$ cat src/rtl/serial_magnitude_comparator.sv
// Bit-serial unsigned magnitude comparator: scans MSB-first and stops on the first differing bit.
// Latency 1..WIDTH cycles from the accepting edge; start is ignored while busy (no queueing).
module serial_magnitude_comparator #(
  parameter int WIDTH = 4
) (
  input  logic             clk,
  input  logic             rst,
  input  logic             start,
  input  logic [WIDTH-1:0] a_in,
  input  logic [WIDTH-1:0] b_in,
  output logic             busy,
  output logic             done,
  output logic             a_gt_b,
  output logic             a_lt_b,
  output logic             a_eq_b
);

  localparam int CW = (WIDTH > 1) ? $clog2(WIDTH) : 1;

  typedef enum logic {
    IDLE = 1'b0,
    SCAN = 1'b1
  } state_t;

  state_t           state_q, state_d;
  logic [WIDTH-1:0] a_sh_q, a_sh_d;
  logic [WIDTH-1:0] b_sh_q, b_sh_d;
  logic [CW-1:0]    bit_cnt_q, bit_cnt_d;
  logic             busy_q, busy_d;
  logic             done_q, done_d;
  logic             gt_q, gt_d;
  logic             lt_q, lt_d;
  logic             eq_q, eq_d;

  logic a_msb, b_msb;
  assign a_msb = a_sh_q[WIDTH-1];
  assign b_msb = b_sh_q[WIDTH-1];

  always_comb begin
    state_d   = state_q;
    a_sh_d    = a_sh_q;
    b_sh_d    = b_sh_q;
    bit_cnt_d = bit_cnt_q;
    busy_d    = busy_q;
    done_d    = 1'b0;
    gt_d      = gt_q;
    lt_d      = lt_q;
    eq_d      = eq_q;

    unique case (state_q)
      IDLE: begin
        if (start) begin
          a_sh_d    = a_in;
          b_sh_d    = b_in;
          bit_cnt_d = CW'(WIDTH - 1);
          busy_d    = 1'b1;
          gt_d      = 1'b0;
          lt_d      = 1'b0;
          eq_d      = 1'b0;
          state_d   = SCAN;
        end
      end

      SCAN: begin
        if (a_msb != b_msb) begin
          // The first differing bit alone decides the ordering.
          gt_d    = a_msb;
          lt_d    = b_msb;
          eq_d    = 1'b0;
          done_d  = 1'b1;
          busy_d  = 1'b0;
          state_d = IDLE;
        end else if (bit_cnt_q == '0) begin
          eq_d    = 1'b1;
          done_d  = 1'b1;
          busy_d  = 1'b0;
          state_d = IDLE;
        end else begin
          a_sh_d    = {a_sh_q[WIDTH-2:0], 1'b0};
          b_sh_d    = {b_sh_q[WIDTH-2:0], 1'b0};
          bit_cnt_d = bit_cnt_q - CW'(1);
        end
      end

      default: state_d = IDLE;
    endcase
  end

  always_ff @(posedge clk) begin
    if (rst) begin
      state_q   <= IDLE;
      a_sh_q    <= '0;
      b_sh_q    <= '0;
      bit_cnt_q <= '0;
      busy_q    <= 1'b0;
      done_q    <= 1'b0;
      gt_q      <= 1'b0;
      lt_q      <= 1'b0;
      eq_q      <= 1'b0;
    end else begin
      state_q   <= state_d;
      a_sh_q    <= a_sh_d;
      b_sh_q    <= b_sh_d;
      bit_cnt_q <= bit_cnt_d;
      busy_q    <= busy_d;
      done_q    <= done_d;
      gt_q      <= gt_d;
      lt_q      <= lt_d;
      eq_q      <= eq_d;
    end
  end

  assign busy   = busy_q;
  assign done   = done_q;
  assign a_gt_b = gt_q;
  assign a_lt_b = lt_q;
  assign a_eq_b = eq_q;

endmodule

$ cat config.mk
export PLATFORM = sky130hd
export DESIGN_NAME = serial_magnitude_comparator
export DESIGN_NICKNAME = d
export VERILOG_FILES = /design/src/rtl/serial_magnitude_comparator.sv
export SDC_FILE = /design/constraint.sdc
export NUM_CORES = 1
export LEC_CHECK = 0
export CAP_MARGIN = 20
export CORE_ASPECT_RATIO = 2
export CORE_MARGIN = 8
export CORE_UTILIZATION = 25
export DETAILED_ROUTE_END_ITERATION = 8
export PLACE_DENSITY = 0.45
export SLEW_MARGIN = 40
export SYNTH_ARGS = -nofsm -noshare
export SYNTH_HDL_FRONTEND = slang
export SYNTH_SLANG_ARGS = --single-unit
$ cat constraint.sdc
create_clock -name clk -period 1.8 [get_ports clk]
set_clock_uncertainty 0.1 [all_clocks]
set_input_delay 0.27 -clock clk [delete_from_list [all_inputs] [get_ports clk]]
set_output_delay 0.27 -clock clk [all_outputs]
set_load 0.01 [all_outputs]
[Word-level counts from Yosys, hierarchy flattened]
Cells that the tools add are included.
Word-level totals
  bits in registers: 16
  input port bits: 11
  output and inout port bits: 5
  word-level logic and storage cells: 52
Cells by class
  $add $sub $neg: 1
  equality and inequality tests: 6
  multiplexer cells: 30
  bitwise logic cells: 1
  reductions and logical operators: 5
Operators with widths (count)
  2-to-1 mux 4 bit: 6
  one-hot mux 4 bit (2 select lines): 2
  2-to-1 mux 1 bit: 13
  one-hot mux 1 bit (2 select lines): 5
  2-to-1 mux 2 bit: 3
  != test 2 bit, second input constant: 3
  one-hot mux 2 bit (2 select lines): 1
  AND reduction 2 bit: 2
  != test 3 x 1 -> 1 bit, second input constant: 1
  AND reduction 3 bit: 1
  zero test 2 bit: 1
  != test 2 x 1 -> 1 bit, second input constant: 1
  OR reduction 2 bit: 1
  subtractor 2 x 1 -> 2 bit, second input constant: 1
  != test 1 bit: 1
  inverter 1 bit: 1

[Logic depth before layout (Yosys ltp)]
Gate-level depths: netlist of run 1.
  depth in word-level cells: 4
  gate-level depth with buffers: 6
  gate-level depth less buffers: 5

[Worst setup path after synthesis of run 1]
No wires, ideal clock.
  path type: flip-flop to flip-flop
  from: reg bit_cnt_q[0]
  to: reg bit_cnt_q[1]
  library setup time: 95 ps
  data arrival time: 1196 ps
  required time: 1605 ps
  slack: 409 ps
  cell stages (with the launch flop): 7
  path buffers: 1
  cells stage by stage: dfxtp_1 inv_1 ha_1 nor2b_1 clkbuf_1 a21oi_2 a221oi_1
On the way
  longest elaborated chain between the ends: 4
  elaborated cells on any way between the ends: 7
  classes of those cells: add/sub (1); eq/ne (1); mux (3); reduce/logical (2)
RTL lines
  start, declared: RTL line 28  | logic [CW-1:0] bit_cnt_q, bit_cnt_d;
  start signal, assigned: RTL line 104  | bit_cnt_q <= bit_cnt_d;
  subtractor 2 x 1 -> 2 bit: RTL line 81  | bit_cnt_d = bit_cnt_q - CW'(1);
  2-to-1 mux 2 bit: RTL line 73  | end else if (bit_cnt_q == '0) begin
  2-to-1 mux 2 bit: RTL line 65  | if (a_msb != b_msb) begin
  one-hot mux 2 bit (2 select lines): RTL line 50  | unique case (state_q)
Several ways; a longest one is shown, not always the timed one. The select of a mux whose other input is x is not followed.
A chain may end at the register's enable or synchronous reset.

[Worst setup path in the final report of run 1]
  from: reg eq_q (netlist: a_eq_b)
  to: out a_eq_b
RTL lines
  start, declared: RTL line 33  | logic eq_q, eq_d;
  start signal, assigned: RTL line 109  | eq_q <= eq_d;
  end, declared: RTL line 15  | output logic a_eq_b
No word-level cell between the ends.

==> results of run 1 <==
-- Yosys cell counts, drive strengths merged --
cell type | number | area, sq um
o21ai | 3 | 18.8
ha | 1 | 12.5
nand3 | 1 | 5.00
xnor2 | 1 | 8.76
nor3 | 1 | 5.00
nand2 | 4 | 15.0
a221oi | 1 | 8.76
nor2b | 3 | 18.8
mux2i | 6 | 60.1
o211ai | 5 | 37.5
buf | 5 | 27.5
nand2b | 2 | 12.5
inv | 4 | 15.0
a21oi | 5 | 28.8
xor2 | 1 | 16.3
a31oi | 1 | 6.26
o2bb2ai | 1 | 8.76
and2b | 1 | 8.76
a211oi | 13 | 97.6
clkbuf | 2 | 7.51
dfxtp | 16 | 320
nor2 | 4 | 15.0
-- report_power, final --
group	internal, mW	switching [mW]	leakage [nW]
Sequential	0.387	0.0278	0.132
Clock	0.149	0.125	0.0216
Combinational	0.0987	0.0966	0.191
Total	0.634	0.249	0.345
-- final cells by class --
cell class	count	area, sq um
Clock buffer	3	41.3
Fill cell	323	1920
Timing Repair Buffer	20	188
Inverter	4	15.0
Multi-Input combinational cell	54	384
Tap cell	30	37.5
Sequential cell	16	320
-- cells by family after synthesis --
group / share of synthesized area (%)
fa+ha+maj: 1.66
buf+inv: 6.63
flops: 42.5
compound gates: 27.4
xor+xnor: 3.32
simple gates: 10.6
mux: 7.96
-- per-layer routing --
metal / global-route usage (%) / part of all wire [%] / vias to the layer above
met1: 9.08 / 38 / 291
li1: - / - / 324
met2: 14.0 / 55 / 8
met4: 5.58 / 3.5 / 0
met5: 0 / 0 / -
met3: 1.90 / 3.4 / 6
-- worst max-delay path by stage --
stage                              end  slack, ns  depth (start not counted)
after floorplan           bit_cnt_q[1]       0.41                          6
after global placement    bit_cnt_q[1]       0.21                          5
after detailed placement  bit_cnt_q[1]       0.20                          5
after CTS                       a_gt_b       0.26                          1
after global routing         a_sh_q[2]       0.17                          5
final                           a_eq_b       0.28                          1
-- through the flow --
step | std cells | hold slack (ns) | util [%]
after detailed placement | 124 | 0.376 | 32.5
final | 127 | 0.384 | 33.9
after global routing | 127 | 0.400 | 33.9
after CTS | 127 | 0.386 | 33.9
after floorplan | 81 | 0.310 | -
after global placement | 124 | 0.368 | 32.5
-- sequential cells by signal, summed over array words and instances (netlist names) --
name and flops:
busy 1, a_lt_b 1, state_q 1, b_sh_q 4
a_gt_b 1, a_eq_b 1, a_sh_q 4, bit_cnt_q 2
done 1
==> out/qor.csv, run 1 <==
metric,value,unit
syn nets,93,
core outline area,0.00291,sq mm
Final Hold Fails,0,
most frequent cells in the layout,"16 x dfxtp_1, 15 x clkdlybuf4s50_1, 13 x a211oi_1",
CTS tree,yes,
max-cap viol count,0,
total wire length,1810,um
CTS Sinks,16,
drt first-iter violations,2,
CTS Root Cell,clkbuf_8,
die area,0.00514,sq mm
Hold Crit Endpoint,a_eq_b,
Slew Limit Fails,0,
later-pin clock latency in the skew report,0.25,ns
io pins,16,
vias per cell,4.95,
Final Critical Period,1.52,ns
Initial Utilization,25.9,%
Max Clk Rate,0.656,GHz
"CP delay by family, top",buffers and inverters,
# port buffers,15,
hold path cells,2,
drt pass-1 iters,2,
"Largest stage delay, worst path",0.55,ns
placed cell area,945,sq um
hold crit path type,reg -> reg,
Clock Path Buffers,2,
RSZ-0062 raised after global routing,false,
post-synthesis cell area,754,sq um
Netlist cell types,26,
worst vdd ir,0.393,mV
setup tns final,0,ns
syn_area_per_cell,9.31,sq um
Slew @ Worst Pin,0.363,ns
Lkg Pwr,0.345,nW
Synth warnings,0,
crit path from,a_eq_b,
number of global-route vias before repair,706,
critical path class,reg -> out,
Ant. Diodes,0,
Hold Crit Start,a_eq_b,
DRC violations left,0,
gr usage total,8.53,%
grt ovf,0,
DIE WIDTH,54.8,um
element type at the critical path end,output pin,
"Clk pin slew, worst setup/hold paths",0.06,ns
R2R Path End,b_sh_q[3],
share of cells above drive strength 1,12.4,%
critical path's slowest cell,clkdlybuf4s50_1,
Worst slew margin,75.7,%
final net count,111,
status,"finished, final reports clean",
number of buffers created by CTS,3,
critical path buffer and inverter count,1,
pwr/cell area,896,mW/mm^2
fin crit share,84.7,%
Post-CTS Resized,0,
"most common cell after layout, fill and taps aside",dfxtp_1,
DP HPWL,1420,um
# setup viols final,0,
reg2reg start,bit_cnt_q[0],
R2R depth,5,
R2R Setup Slk,0.33,ns
largest net degree at the start of global routing,13,
pre-CTS WS,0.201,ns
"Seq/Total Area, Yosys",42.5,%
Total Power,883,uW
Routed Antenna Nets,0,
Die Ht,93.7,um
hold buffers post-CTS,0,
"Design Area, Final",986,sq um
crit start category,register,
routed len/inst,14.2,um
final worst setup slack,0.276,ns
# rows,28,
worst-path fanout max,3,
data arrival time at the worst-slack endpoint,1.15,ns
cells after synthesis,81,
initial antenna violation count,0,
DR vias,629,
WP data required,1.43,ns
critical-path cell list,clkdlybuf4s50_1,
Post-CTS Setup Inserts,0,
H-tree level count,1,
Seq cells post-synth,16,
Area growth syn-to-layout,30.7,%
routability cong.,0.704,
first-pass GRT wire length,3290,um
Note: power is estimated with default switching activity, not from simulation.
==> run 2: changes to the inputs <==
Clock period 1.8 ns to 1.5 ns, I/O delays scaled along.
==> run 2 against run 1 <==
First-iteration DRC count rose to 3.5 times the previous value; register-to-register slack got worse by 0.25 ns; worst setup slack got worse by 0.21 ns; largest cell class unchanged; sequential power rose by 21%; critical endpoint is now busy; cell area rose by 7.9%.
==> out/qor.csv, run 2 (synthesis results as in run 1) <==
metric,value,unit
vias per cell,4.92,
Routed Antenna Nets,0,
critical-path cell list,clkdlybuf4s50_1,
gr usage total,8.50,%
critical path buffer and inverter count,1,
most frequent cells in the layout,"15 x dfxtp_1, 13 x a211oi_1, 12 x clkdlybuf4s50_1",
DR top layer,met4,
status,"finished, final reports clean",
Post-CTS Setup Inserts,0,
grt ovf,0,
number of global-route vias before repair,763,
io pins,16,
worst vdd ir,0.430,mV
pwr/cell area,1020,mW/mm^2
data arrival time at the worst-slack endpoint,1.11,ns
# port buffers,15,
wire length on met2,1030,um
fin crit share,95.6,%
core outline area,0.00291,sq mm
worst-path fanout max,2,
fillers,302,
share of cells above drive strength 1,20.6,%
H-tree level count,1,
CTS Sinks,16,
DIE WIDTH,54.8,um
setup tns final,0,ns
"CP delay by family, top",buffers and inverters,
wire length on met1,708,um
number of buffers created by CTS,3,
Area growth syn-to-layout,41.0,%
die area,0.00514,sq mm
DRC violations left,0,
Final Hold Fails,0,
first-pass GRT wire length,3330,um
"Clk pin slew, worst setup/hold paths",0.06,ns
Final Critical Period,1.43,ns
hold crit path type,reg -> reg,
Clock Path Buffers,2,
later-pin clock latency in the skew report,0.25,ns
RSZ-0062 raised after global routing,false,
Slew Limit Fails,0,
Ant. Diodes,0,
drt first-iter violations,7,
Lkg Pwr,0.432,nW
final net count,116,
routed len/inst,14.1,um
# rows,28,
Max Clk Rate,0.697,GHz
Largest regs,"a_sh_q x4, b_sh_q x4, bit_cnt_q x2",
drt pass-1 iters,4,
Worst slew margin,75.2,%
WP data required,1.17,ns
CTS Root Cell,clkbuf_8,
crit start category,register,
multi-input logic area,415,sq um
Die Ht,93.7,um
wire length on met3,72,um
total wire length,1860,um
CTS tree,yes,
DR vias,649,
"most common cell after layout, fill and taps aside",dfxtp_1,
placed insts,129,
element type at the critical path end,output pin,
routability cong.,0.700,
initial antenna violation count,0,
Slew @ Worst Pin,0.371,ns
DP HPWL,1480,um
Finished Layout Cells,132,
# setup viols final,0,
critical path's slowest cell,clkdlybuf4s50_1,
Sequential Area,322,sq um
"Largest stage delay, worst path",0.53,ns
max-cap viol count,0,
Initial Utilization,25.9,%
hold buffers post-CTS,0,
critical path class,reg -> out,
largest net degree at the start of global routing,10,
run 2: cell types whose count changed in the layout (fill, tap and decap cells not counted), sizes merged:
cell,change
buf,+5
clkdlybuf4s50,-3
dlymetal6s2s,+3
run 2: metrics by stage:
| step | hold WS, ns | cell area (sq um) | worst slack (ns) | utilization, % | total power, mW |
|---|---|---|---|---|---|
| after detailed placement | 0.374 | 982 | -0.0499 | 33.8 | 0.756 |
| after global placement | 0.367 | 982 | -0.0380 | 33.8 | 0.757 |
| after floorplan | 0.265 | 754 | 0.109 | - | 0.653 |
| after CTS | 0.384 | 1030 | 0.00198 | 35.5 | 1.09 |
| after global routing | 0.403 | 1060 | 0.00132 | 36.6 | 1.15 |
| final | 0.377 | 1060 | 0.0654 | 36.6 | 1.09 |
run 2: path summary, 6_finish.rpt:
check	start	end	slack, ns	cells after the start
worst min register to register	a_eq_b	a_eq_b	0.38	2
worst max-delay path	busy	busy	0.07	1
worst max register to register	bit_cnt_q[0]	b_sh_q[3]	0.08	5
worst min-delay path	a_eq_b	a_eq_b	0.38	2
run 2: power breakdown:
| part | switching (mW) | internal [mW] | total [mW] |
|---|---|---|---|
| sequential | 0.0382 | 0.465 | 0.503 |
| clock | 0.142 | 0.178 | 0.319 |
| combinational | 0.127 | 0.137 | 0.264 |
| total | 0.307 | 0.780 | 1.09 |
run 2: routing by layer:
layer,up-vias,global-route usage [%]
met1,295,8.79
met5,-,0
met4,0,3.93
met2,11,14.6
met3,6,2.38
li1,337,-
run 2: final cells by class:
cell class,instances,area share (%)
Clock buffer,3,3.88
Inverter,4,1.41
Multi-Input combinational cell,54,39.1
Sequential cell,16,30.2
Tap cell,30,3.53
Timing Repair Buffer,25,21.9
run 2: what timing repair did:
item                                    4_1_cts  5_1_grt
pin swaps                                     0        1
resized for setup                             1        8
endpoints found under the setup margin        3       12
==> run 3: changes to the inputs <==
Settings changed: CORE_MARGIN 8 to 2.
==> run 3 against run 2 <==
Wire length is 2.2% higher; first-iteration DRC count stayed put; worst setup slack better by 0.0011 ns; cell area increased by 2.2%; largest cell class unchanged; highest routed layer unchanged; die area fell by 32%; count of clock-buffer cells in the layout up 1; fmax about the same; utilization is 0.82 points higher; flip-flop and latch count unchanged.
==> out/qor.csv, run 3 (synthesis results as in run 1) <==
metric,value,unit
core outline area,0.00291,sq mm
"Largest stage delay, worst path",0.53,ns
placed cell area,982,sq um
pwr/cell area,1080,mW/mm^2
Largest regs,"a_sh_q x4, b_sh_q x4, bit_cnt_q x2",
hold crit path type,reg -> reg,
share of cells above drive strength 1,23.3,%
Max Clk Rate,0.698,GHz
gr usage total,11.6,%
drt first-iter violations,7,
crit start category,register,
DRC violations left,0,
status,"finished, final reports clean",
DR vias,655,
vias per cell,4.92,
io pins,16,
number of global-route vias before repair,680,
element type at the critical path end,output pin,
later-pin clock latency in the skew report,0.25,ns
CTS Sinks,16,
fillers,306,
setup tns final,0,ns
# port buffers,15,
Lkg Pwr,0.431,nW
Clock Path Buffers,2,
Die Ht,81.7,um
drt pass-1 iters,4,
first-pass GRT wire length,3000,um
DP HPWL,1420,um
initial antenna violation count,0,
# setup viols final,0,
worst-path fanout max,2,
largest net degree at the start of global routing,10,
Initial Utilization,25.9,%
CTS Root Cell,clkbuf_8,
Final Hold Fails,0,
worst vdd ir,0.559,mV
critical-path cell list,clkdlybuf4s50_1,
critical path class,reg -> out,
most frequent cells in the layout,"15 x dfxtp_1, 13 x a211oi_1, 12 x clkdlybuf4s50_1",
Slew Limit Fails,0,
Ant. Diodes,0,
# rows,28,
final net count,116,
routed len/inst,14.3,um
Total Power,1.17,mW
"CP delay by family, top",buffers and inverters,
DIE WIDTH,42.8,um
number of buffers created by CTS,3,
critical path buffer and inverter count,1,
Worst slew margin,73.9,%
routability cong.,0.702,
data arrival time at the worst-slack endpoint,1.11,ns
Area growth syn-to-layout,44.1,%
hold buffers post-CTS,0,
Slew @ Worst Pin,0.389,ns
total wire length,1900,um
"most common cell after layout, fill and taps aside",dfxtp_1,
"Design Area, Final",0.00109,sq mm
Routed Antenna Nets,0,
die area,0.00350,sq mm
Util after Layout,37.4,%
max-cap viol count,0,
fin crit share,95.6,%
WP data required,1.17,ns
Final Critical Period,1.43,ns
critical path's slowest cell,clkdlybuf4s50_1,
CTS tree,yes,
"Clk pin slew, worst setup/hold paths",0.07,ns
H-tree level count,1,
grt ovf,0,
run 3: cell types whose count changed in the layout (fill, tap and decap cells not counted), sizes merged:
cell	previous run	this run
clkbuf	3	4
dlygate4sd2	0	1
dlymetal6s2s	3	2
run 3: through the flow:
step | hold WS (ns) | setup WS [ns] | cells
final | 0.378 | 0.0665 | 133
after global routing | 0.415 | -0.0293 | 133
after floorplan | 0.265 | 0.109 | 81
after detailed placement | 0.372 | -0.106 | 129
after global placement | 0.366 | -0.0552 | 129
after CTS | 0.383 | 0.00830 | 133
run 3: cell type report:
class	count	area (sq um)	area share (%)
Tap cell	30	37.5	3.45
Sequential cell	16	322	29.6
Timing Repair Buffer	25	229	21.1
Clock buffer	4	55.1	5.06
Multi-Input combinational cell	54	429	39.5
Inverter	4	15.0	1.38
run 3: power by group:
group / internal, mW / total (mW) / switching (mW)
clock: 0.233 / 0.396 / 0.163
combinational: 0.141 / 0.275 / 0.134
sequential: 0.465 / 0.504 / 0.0391
run 3: final timing paths:
path / startpoint / slack [ns] / cells after the start / to
hold / removal: a_eq_b / 0.38 / 2 / a_eq_b
setup reg to reg: bit_cnt_q[0] / 0.07 / 6 / b_sh_q[1]
setup / recovery: busy / 0.07 / 1 / busy
hold reg to reg: a_eq_b / 0.38 / 2 / a_eq_b
run 3: timing repair:
item | 4_1_cts | 5_1_grt
setup endpoints to repair | 5 | 12
buffers inserted | 0 | 0
gates resized for setup | 2 | 10
pin swaps | 0 | 1
run 3: worst reg2reg max path: stages, from the launching register on:
cell and delay [ns]:
dfxtp_1 0.30, inv_1 0.10, ha_2 0.23, nor2b_2 0.06, buf_4 0.15, a211oi_1 0.27
a211oi_1 0.09
run 3: layer usage:
layer / GRT usage [%] / up-vias / wire, um / part of all wire [%]
li1: - / 338 / - / -
met1: 12.6 / 304 / 725 / 38
met2: 19.8 / 8 / 1090 / 58
met3: 1.98 / 5 / 37 / 1.9
met4: 8.13 / 0 / 43 / 2.3
met5: 0 / - / 0 / 0
